### config.mk
export PLATFORM = sky130hd
export DESIGN_NAME = serial_adder_ctrl
export DESIGN_NICKNAME = d
export VERILOG_FILES = /design/src/rtl/serial_adder_ctrl_pkg.sv /design/src/rtl/serial_adder_ctrl_fa_bit_cell.sv /design/src/rtl/serial_adder_ctrl.sv
export SDC_FILE = /design/constraint.sdc
export NUM_CORES = 1
export LEC_CHECK = 0
export CAP_MARGIN = 20
export CORE_ASPECT_RATIO = 1.5
export CORE_MARGIN = 3
export CORE_UTILIZATION = 40
export DETAILED_ROUTE_END_ITERATION = 6
export MAX_ROUTING_LAYER = met4
export PLACE_DENSITY_LB_ADDON = 0.05
export SLEW_MARGIN = 25
export SYNTH_ARGS = -nofsm -noshare
export SYNTH_HDL_FRONTEND = slang
export SYNTH_SLANG_ARGS = --single-unit
### constraint.sdc
create_clock -name clk -period 1.6 [get_ports clk]
set_input_delay 0.16 -clock clk [delete_from_list [all_inputs] [get_ports clk]]
set_output_delay 0.16 -clock clk [all_outputs]
set_load 0.1 [all_outputs]
### src/rtl/serial_adder_ctrl_pkg.sv
// Shared definitions for the bit-serial add/subtract engine: controller
// state encoding and operation codes.
package serial_adder_ctrl_pkg;

    typedef enum logic [1:0] {
        ST_IDLE = 2'd0,
        ST_RUN  = 2'd1,
        ST_DONE = 2'd2
    } state_t;

    localparam logic OP_ADD = 1'b0;
    localparam logic OP_SUB = 1'b1;

endpackage

### src/rtl/serial_adder_ctrl_fa_bit_cell.sv
// One-bit full-adder cell built from gate primitives; the only arithmetic
// hardware in the serial engine, reused once per bit position.
module fa_bit_cell (
    input  logic a,
    input  logic b,
    input  logic cin,
    output logic sum,
    output logic cout
);

    wire ab_xor;
    wire ab_and;
    wire prop_and;

    xor g_xor0 (ab_xor, a, b);
    xor g_xor1 (sum, ab_xor, cin);
    and g_and0 (ab_and, a, b);
    and g_and1 (prop_and, ab_xor, cin);
    or  g_or0  (cout, ab_and, prop_and);

endmodule

### src/rtl/serial_adder_ctrl.sv
// Bit-serial add/subtract controller: captures operands on an accepted start,
// feeds them LSB first through one full-adder cell with a registered carry,
// and presents sum/cout/ovf with a one-cycle done pulse after WIDTH cycles.
module serial_adder_ctrl
    import serial_adder_ctrl_pkg::*;
#(
    parameter int WIDTH = 8
) (
    input  logic             clk,
    input  logic             rst_n,
    input  logic             start,
    input  logic             op_sub,
    input  logic [WIDTH-1:0] a,
    input  logic [WIDTH-1:0] b,
    input  logic             cin,
    output logic             ready,
    output logic             busy,
    output logic             done,
    output logic [WIDTH-1:0] sum,
    output logic             cout,
    output logic             ovf
);

    localparam int              CW       = ($clog2(WIDTH) > 0) ? $clog2(WIDTH) : 1;
    localparam logic [CW-1:0]   CNT_LAST = CW'(WIDTH - 1);

    state_t           state;
    state_t           state_nx;
    logic [CW-1:0]    cnt;
    logic [WIDTH-1:0] a_sh;
    logic [WIDTH-1:0] b_sh;
    logic             carry;
    logic             fa_sum;
    logic             fa_cout;
    logic [WIDTH-1:0] sum_next;
    logic             accept;
    logic             last_bit;

    assign accept   = ready & start;
    assign last_bit = (cnt == CNT_LAST);
    // New bit enters at the MSB; written as a shift of the concatenation so
    // that WIDTH=1 needs no special case.
    assign sum_next = WIDTH'({fa_sum, sum} >> 1);

    fa_bit_cell u_fa (
        .a    (a_sh[0]),
        .b    (b_sh[0]),
        .cin  (carry),
        .sum  (fa_sum),
        .cout (fa_cout)
    );

    // State register with synchronous reset; a reset mid-RUN simply aborts.
    always_ff @(posedge clk) begin
        // NOTE: sequential state uses non-blocking (<=) so every flop samples pre-edge values.
        if (!rst_n) state <= ST_IDLE;
        else        state <= state_nx;
    end

    // Next-state decode: run for WIDTH cycles, then a single DONE cycle.
    always_comb begin
        // NOTE: default assignment first so no path leaves state_nx unassigned (no latch).
        state_nx = state;
        unique case (state)
            ST_IDLE: if (start)    state_nx = ST_RUN;
            ST_RUN:  if (last_bit) state_nx = ST_DONE;
            ST_DONE: state_nx = start ? ST_RUN : ST_IDLE;
            default: state_nx = ST_IDLE;
        endcase
    end

    // Handshake outputs are pure state decodes, so busy and ready never overlap.
    always_comb begin
        ready = (state == ST_IDLE) || (state == ST_DONE);
        busy  = (state == ST_RUN);
        done  = (state == ST_DONE);
    end

    // Operand shift registers: loaded on accept, shifted right each RUN cycle.
    always_ff @(posedge clk) begin
        // NOTE: operand shifters carry no reset; they are always reloaded before use.
        if (accept) begin
            a_sh <= a;
            b_sh <= (op_sub == OP_SUB) ? ~b : b;
        end else if (busy) begin
            a_sh <= a_sh >> 1;
            b_sh <= b_sh >> 1;
        end
    end

    // Counter, carry flop and result registers; result holds until the first
    // bit of the next operation shifts in.
    always_ff @(posedge clk) begin
        if (!rst_n) begin
            cnt   <= '0;
            carry <= 1'b0;
            sum   <= '0;
            cout  <= 1'b0;
            ovf   <= 1'b0;
        end else if (accept) begin
            cnt   <= '0;
            carry <= (op_sub == OP_ADD) ? cin : 1'b1;
        end else if (busy) begin
            sum   <= sum_next;
            carry <= fa_cout;
            if (last_bit) begin
                cout <= fa_cout;
                ovf  <= carry ^ fa_cout;
            end else begin
                cnt  <= cnt + CW'(1);
            end
        end
    end

endmodule
==> impl_metrics.yaml, run 1 <==
grt:
  grt_pass1_vias: 1097
  antenna_found_initial: 0
  grt_max_degree: 25
  track_usage: 0.1541
  grt_pass1_wl_um: 4719
  grt-ovfl-total: 0
clocking:
  clk_path_buf_depth: 2
  clock_sinks: 32
  numCtsBuffers: 5
  clkTransAtPathRegs_ns: 0.06
  cts_root_buffer: "clkbuf_8"
  cts-htree-levels: 2
  ctsHoldBuffers: 0
  cts_setup_buffers: 0
  clock_latency_ns: 0.28
  cts_tree: "built"
  cts-resized-gates: 0
logic_synthesis:
  synth_nets: 168
  synth_most_common_cell: "nand2_1"
  synth_ff_type: "edfxtp_1"
  ys_seq_area_frac: 0.5725
  ys_async_sr_fraction: 0
  ys.warnings.count: 0
  synth-seq-cells: 32
  yosysTopAreaCellShare: 0.3435
  syn_area_um2: 1399
  synth.largest_area_cell: "edfxtp_1"
  syn_area_per_cell_um2: 9.714
  syn_inst: 144
  synth_edf_count: 16
  netlist_top_cells_count: "nand2_1 (49), dfxtp_1 (16), edfxtp_1 (16)"
  synthTopCellsByArea: "edfxtp_1 (34%), dfxtp_1 (23%), nand2_1 (13%)"
  synth.distinct_cells: 25
sta:
  max_freq_mhz: 689.3
  setup_tns_ns: 0
  finClkSkew_ns: 0.003700
  tightest_slew_ns: 0.3751
  drv_slew: 0
  setup_viol: 0
  hold_violations: 0
  rsz0062_at_grt: "false"
  postLayoutSetupSlackWorst_ns: 0.1492
  fin_crit_ns: 1.451
  worst_hold_slack_ns: 0.4891
  slew_headroom: 0.7497
  period_share: 0.9068
cells_and_area:
  n_antenna_cell: 0
  final_nets: 205
  areaGrowthSynthToFinish_pct: 44.63
  drive_gt1_frac: 0.1593
run:
  drv_cap: 0
power:
  p_leak_nw: 0.7789
  power_mw: 2.001
  p_per_area_nw_per_um2: 988.9
  vdd.ir_drop.worst_mv: 0.7200
setup_path:
  cpMaxStageDelayCell: "dfxtp_1"
  slowest_delay_ns: 0.40
  cp.required_ns: 1.44
  critical_path.max_fanout: 14
  crit_type: "flop to output port"
  crit_family: "buffers and inverters"
  cp-end-kind: "output port"
  path_buf_inv: 2
  crit_path_start_kind: "flop"
  path_cells: "nand2b_2 > clkinv_2 > buf_12"
  crit_arrival_ns: 1.29
die:
  ios: 34
  die-area_um2: 4257
  rows: 25
  die_h_um: 78.43
  die_w_um: 54.29
  start_util: 0.4300
  core-area_um2: 3253
detailed_routing:
  drc: 0
  num_vias: 1071
  drtPass1Iterations: 4
  routed_wl_um: 2621
  drt-wirelength-per-cell_um: 11.81
  ant_nets: 0
  drt_iter0_markers: 25
  vias_per_cell: 4.824
place:
  preCtsSetupSlack_ns: 0.2011
  dp_hpwl_um: 1990
  gp_congestion: 0.7282
  portBuffers: 33
status:
  status: "finished clean"
hold_path:
  hold_class: "flop to flop"
-- placed cells by master (no fill, tap or decap), types with 2 or more instances in the layout --
cell,count
clkdlybuf4s50_1,20
nand3_1,2
buf_12,15
inv_1,3
o21ai_0,4
nand2_1,49
o21ai_1,7
a21oi_1,12
ha_1,2
buf_4,3
xnor2_1,10
nor2_1,4
edfxtp_1,16
dfxtp_1,16
clkbuf_8,7
-- stage by stage --
step	std cells	util	area [µm²]
2_1_floorplan	144	-	1401
3_3_place_gp	214	0.5912	1923
3_5_place_dp	214	0.5912	1923
4_1_cts	222	0.6219	2023
5_1_grt	222	0.6219	2023
6_report	222	0.6219	2023
-- layer usage --
layer  wire length (µm)  GRT usage  vias up
li1                   -          -      550
met1               1048     0.1720      486
met2               1357     0.2470       29
met3                168    0.05123        6
met4                 47    0.05985        0
met5                  0          -        -
-- state kept, by name, summed over array words and instances (netlist names) --
name / cells
a_sh: 8
b_sh: 8
carry: 1
cnt: 3
cout: 1
ovf: 1
state: 2
sum: 8
-- worst reg2reg max path, cell delays in order, from the launching register on --
cell	delay, ns
dfxtp_1	0.32
ha_1	0.20
ha_1	0.29
nor3b_4	0.28
xnor2_1	0.16
nor2_1	0.05
-- layout make-up --
cell class                      instances  area (µm²)
Multi-Input combinational cell        100       533.0
Timing Repair Buffer                   38       523.0
Sequential cell                        32       800.8
Fill cell                             284        1230
Clock buffer                            8       100.1
Inverter                                4       16.27
Tap cell                               40       50.05
-- kinds of logic (layout without fill, tap and decap cells) --
logic type / Yosys count / after routing / synth area share
compound gates: 25 / 25 / 0.09303
xor+xnor: 10 / 10 / 0.06261
simple gates: 62 / 62 / 0.1914
buf+inv: 12 / 50 / 0.04829
fa+ha+maj: 3 / 3 / 0.03220
flops: 32 / 32 / 0.5725
-- worst paths after layout --
kind / endpoint / startpoint / slack [ns] / cells after the start
max: busy / state[1] / 0.15 / 3
min: cnt[1] / cnt[1] / 0.49 / 2
max reg2reg: cnt[0] / cnt[0] / 0.21 / 5
min reg2reg: cnt[1] / cnt[1] / 0.49 / 2
-- power by group --
group          switching, mW  internal (mW)
Combinational          0.194          0.162
Sequential            0.0297          0.948
Clock                  0.275          0.392
Total                  0.499           1.50
No activity file was read; power rests on OpenSTA's default activity.
==> run 2: changes to the inputs <==
--- a/config.mk
+++ b/config.mk
@@ -9,3 +9,2 @@
 export CORE_ASPECT_RATIO = 1.5
-export CORE_MARGIN = 3
 export CORE_UTILIZATION = 40
==> constraint.sdc (replaced) <==
create_clock -name clk -period 1.6 [get_ports clk]
set_input_delay 0.32 -clock clk [delete_from_list [all_inputs] [get_ports clk]]
set_output_delay 0.32 -clock clk [all_outputs]
set_load 0.1 [all_outputs]
==> run 2 against run 1 <==
Wire length is 4.2% lower. Via count is 1.5% lower. Critical endpoint unchanged. Clock skew is 0.0032 ns higher. Clock-buffer cell count is 2 lower. Worst setup slack worse by 0.052 ns. Largest power group unchanged. Maximum frequency is 3.4% lower. Sequential share of layout area is 0.29 points lower. Critical path depth stayed put.
==> impl_metrics.yaml, run 2 (same netlist as run 1, synthesis figures left out) <==
status:
  status: "finished clean"
die:
  ios: 34
  die-area_um2: 3742
  rows: 25
  die_w_um: 50.29
  die_h_um: 74.43
  core-area_um2: 3253
  start_util: 0.4300
setup_path:
  r2r_slack_ns: 0.20
  crit_arrival_ns: 1.18
  crit_path_start_kind: "flop"
  cp.required_ns: 1.28
  cp-end-kind: "output port"
  r2r_start: "cnt[0]"
  critical_path.max_fanout: 5
  crit_type: "flop to output port"
  setup.worst_path.start: "state[1]"
  cpMaxStageDelayCell: "dfxtp_1"
  path_cells: "nand2b_2 > clkinv_2 > buf_12"
  r2r-end: "cnt[0]"
  ff2ff_path_depth: 5
  slowest_delay_ns: 0.39
  endpoint: "busy"
grt:
  gr-max-usage-layer: "met2"
  track_usage: 0.1625
  grt_max_degree: 25
  met1_usage: 0.1565
  met2_usage: 0.2859
  grt_pass1_wl_um: 4298
  grtUsageMet3: 0.03272
  grt-ovfl-total: 0
  grt_pass1_vias: 1011
  antenna_found_initial: 0
clocking:
  cts-resized-gates: 0
  cts-htree-levels: 2
  ctsHoldBuffers: 0
  cts_tree: "built"
  cts_setup_buffers: 0
  clk_path_buf_depth: 2
  clock_sinks: 32
  clkTransAtPathRegs_ns: 0.06
  numCtsBuffers: 5
  cts_root_buffer: "clkbuf_8"
  clock_latency_ns: 0.28
cells_and_area:
  areaGrowthSynthToFinish_pct: 45.71
  drive_gt1_frac: 0.1639
  final_cell_mix: "nand2_1 (49), clkdlybuf4s50_1 (20), edfxtp_1 (16), dfxtp_1 (16), buf_12 (15)"
  final_common_cell: "nand2_1"
  fillers: 292
  reg_top3: "a_sh (8), b_sh (8), sum (8)"
  final_nets: 206
  n_antenna_cell: 0
  utilization: 0.6265
detailed_routing:
  drt_iter0_markers: 14
  vias_per_cell: 4.731
  drt-wirelength-per-cell_um: 11.26
  num_vias: 1055
  routed_wl_um: 2511
  drtPass1Iterations: 3
  drc: 0
  ant_nets: 0
place:
  gp_congestion: 0.7222
  dp_hpwl_um: 1897
  portBuffers: 33
sta:
  hold_violations: 0
  drv_slew: 0
  rsz0062_at_grt: "false"
  slew_headroom: 0.7480
  setup_viol: 0
  period_share: 0.9390
  setup_tns_ns: 0
  max_freq_mhz: 665.6
  fin_crit_ns: 1.502
  tightest_slew_ns: 0.3776
  finClkSkew_ns: 0.006899
run:
  drv_cap: 0
power:
  p_per_area_nw_per_um2: 1022
  p_leak_nw: 0.7877
  vdd.ir_drop.worst_mv: 0.6166
  power_mw: 2.083
hold_path:
  hold_class: "flop to flop"
[run 2: cell count changes in the layout (fill, tap and decap cells not counted), sizes merged]
cell	previous run	this run
buf	18	19
clkbuf	8	6
clkinv	1	2
bufinv	0	1
[run 2: layout make-up]
class                      instances  area (µm²)  area share
multi-input combinational        100       533.0      0.2615
clock inverter                     2       35.03     0.01719
tap                               40       50.05     0.02455
clock buffer                       6       72.57     0.03560
timing repair buffer              39       530.5      0.2603
inverter                           4       16.27    0.007980
sequential                        32       800.8      0.3929
[run 2: metrics by stage]
stage | area [µm²] | hold slack, ns | std cells | setup slack, ns
floorplan | 1401 | 0.4564 | 144 | 0.06928
global placement | 1931 | 0.4642 | 215 | 0.1128
detailed placement | 1931 | 0.4841 | 215 | 0.1092
CTS | 2038 | 0.4927 | 223 | 0.09509
global route | 2038 | 0.5268 | 223 | 0.05661
finish | 2038 | 0.5038 | 223 | 0.09753
[run 2: where the power goes]
group | total [mW] | switching [mW] | internal, mW
Combinational | 0.358 | 0.193 | 0.165
Clock | 0.747 | 0.285 | 0.461
Sequential | 0.978 | 0.0305 | 0.948
Total | 2.08 | 0.509 | 1.57
[run 2: worst min-delay path by stage]
stage                      start  endpoint  slack [ns]  depth (start not counted)
final                     sum[6]    sum[5]        0.50                          2
after global routing      sum[0]    sum[0]        0.53                          2
after CTS                 cnt[2]    cnt[2]        0.49                          2
after detailed placement  cnt[2]    cnt[2]        0.48                          2
after global placement    cnt[1]    cnt[1]        0.46                          2
after floorplan           cnt[1]    cnt[1]        0.46                          2
[run 2: worst max-delay path, delay by kind of cell (launching register included)]
| family | cells | cell delay (ns) |
|---|---|---|
| flip-flops | 1 | 0.39 |
| buffers and inverters | 2 | 0.29 |
| AND/OR/NAND/NOR | 1 | 0.22 |
[run 2: metal layers]
metal	vias up	wire length [µm]
met4	0	76
met5	-	0
met1	469	987
met2	26	1347
li1	552	-
met3	8	100
==> run 3: changes to the inputs <==
- SLEW_MARGIN: 25 -> not set
- TNS_END_PERCENT: not set -> 30
==> results of run 3 <==
Same layout as run 2: the final DEF is identical, and so are final timing and power.
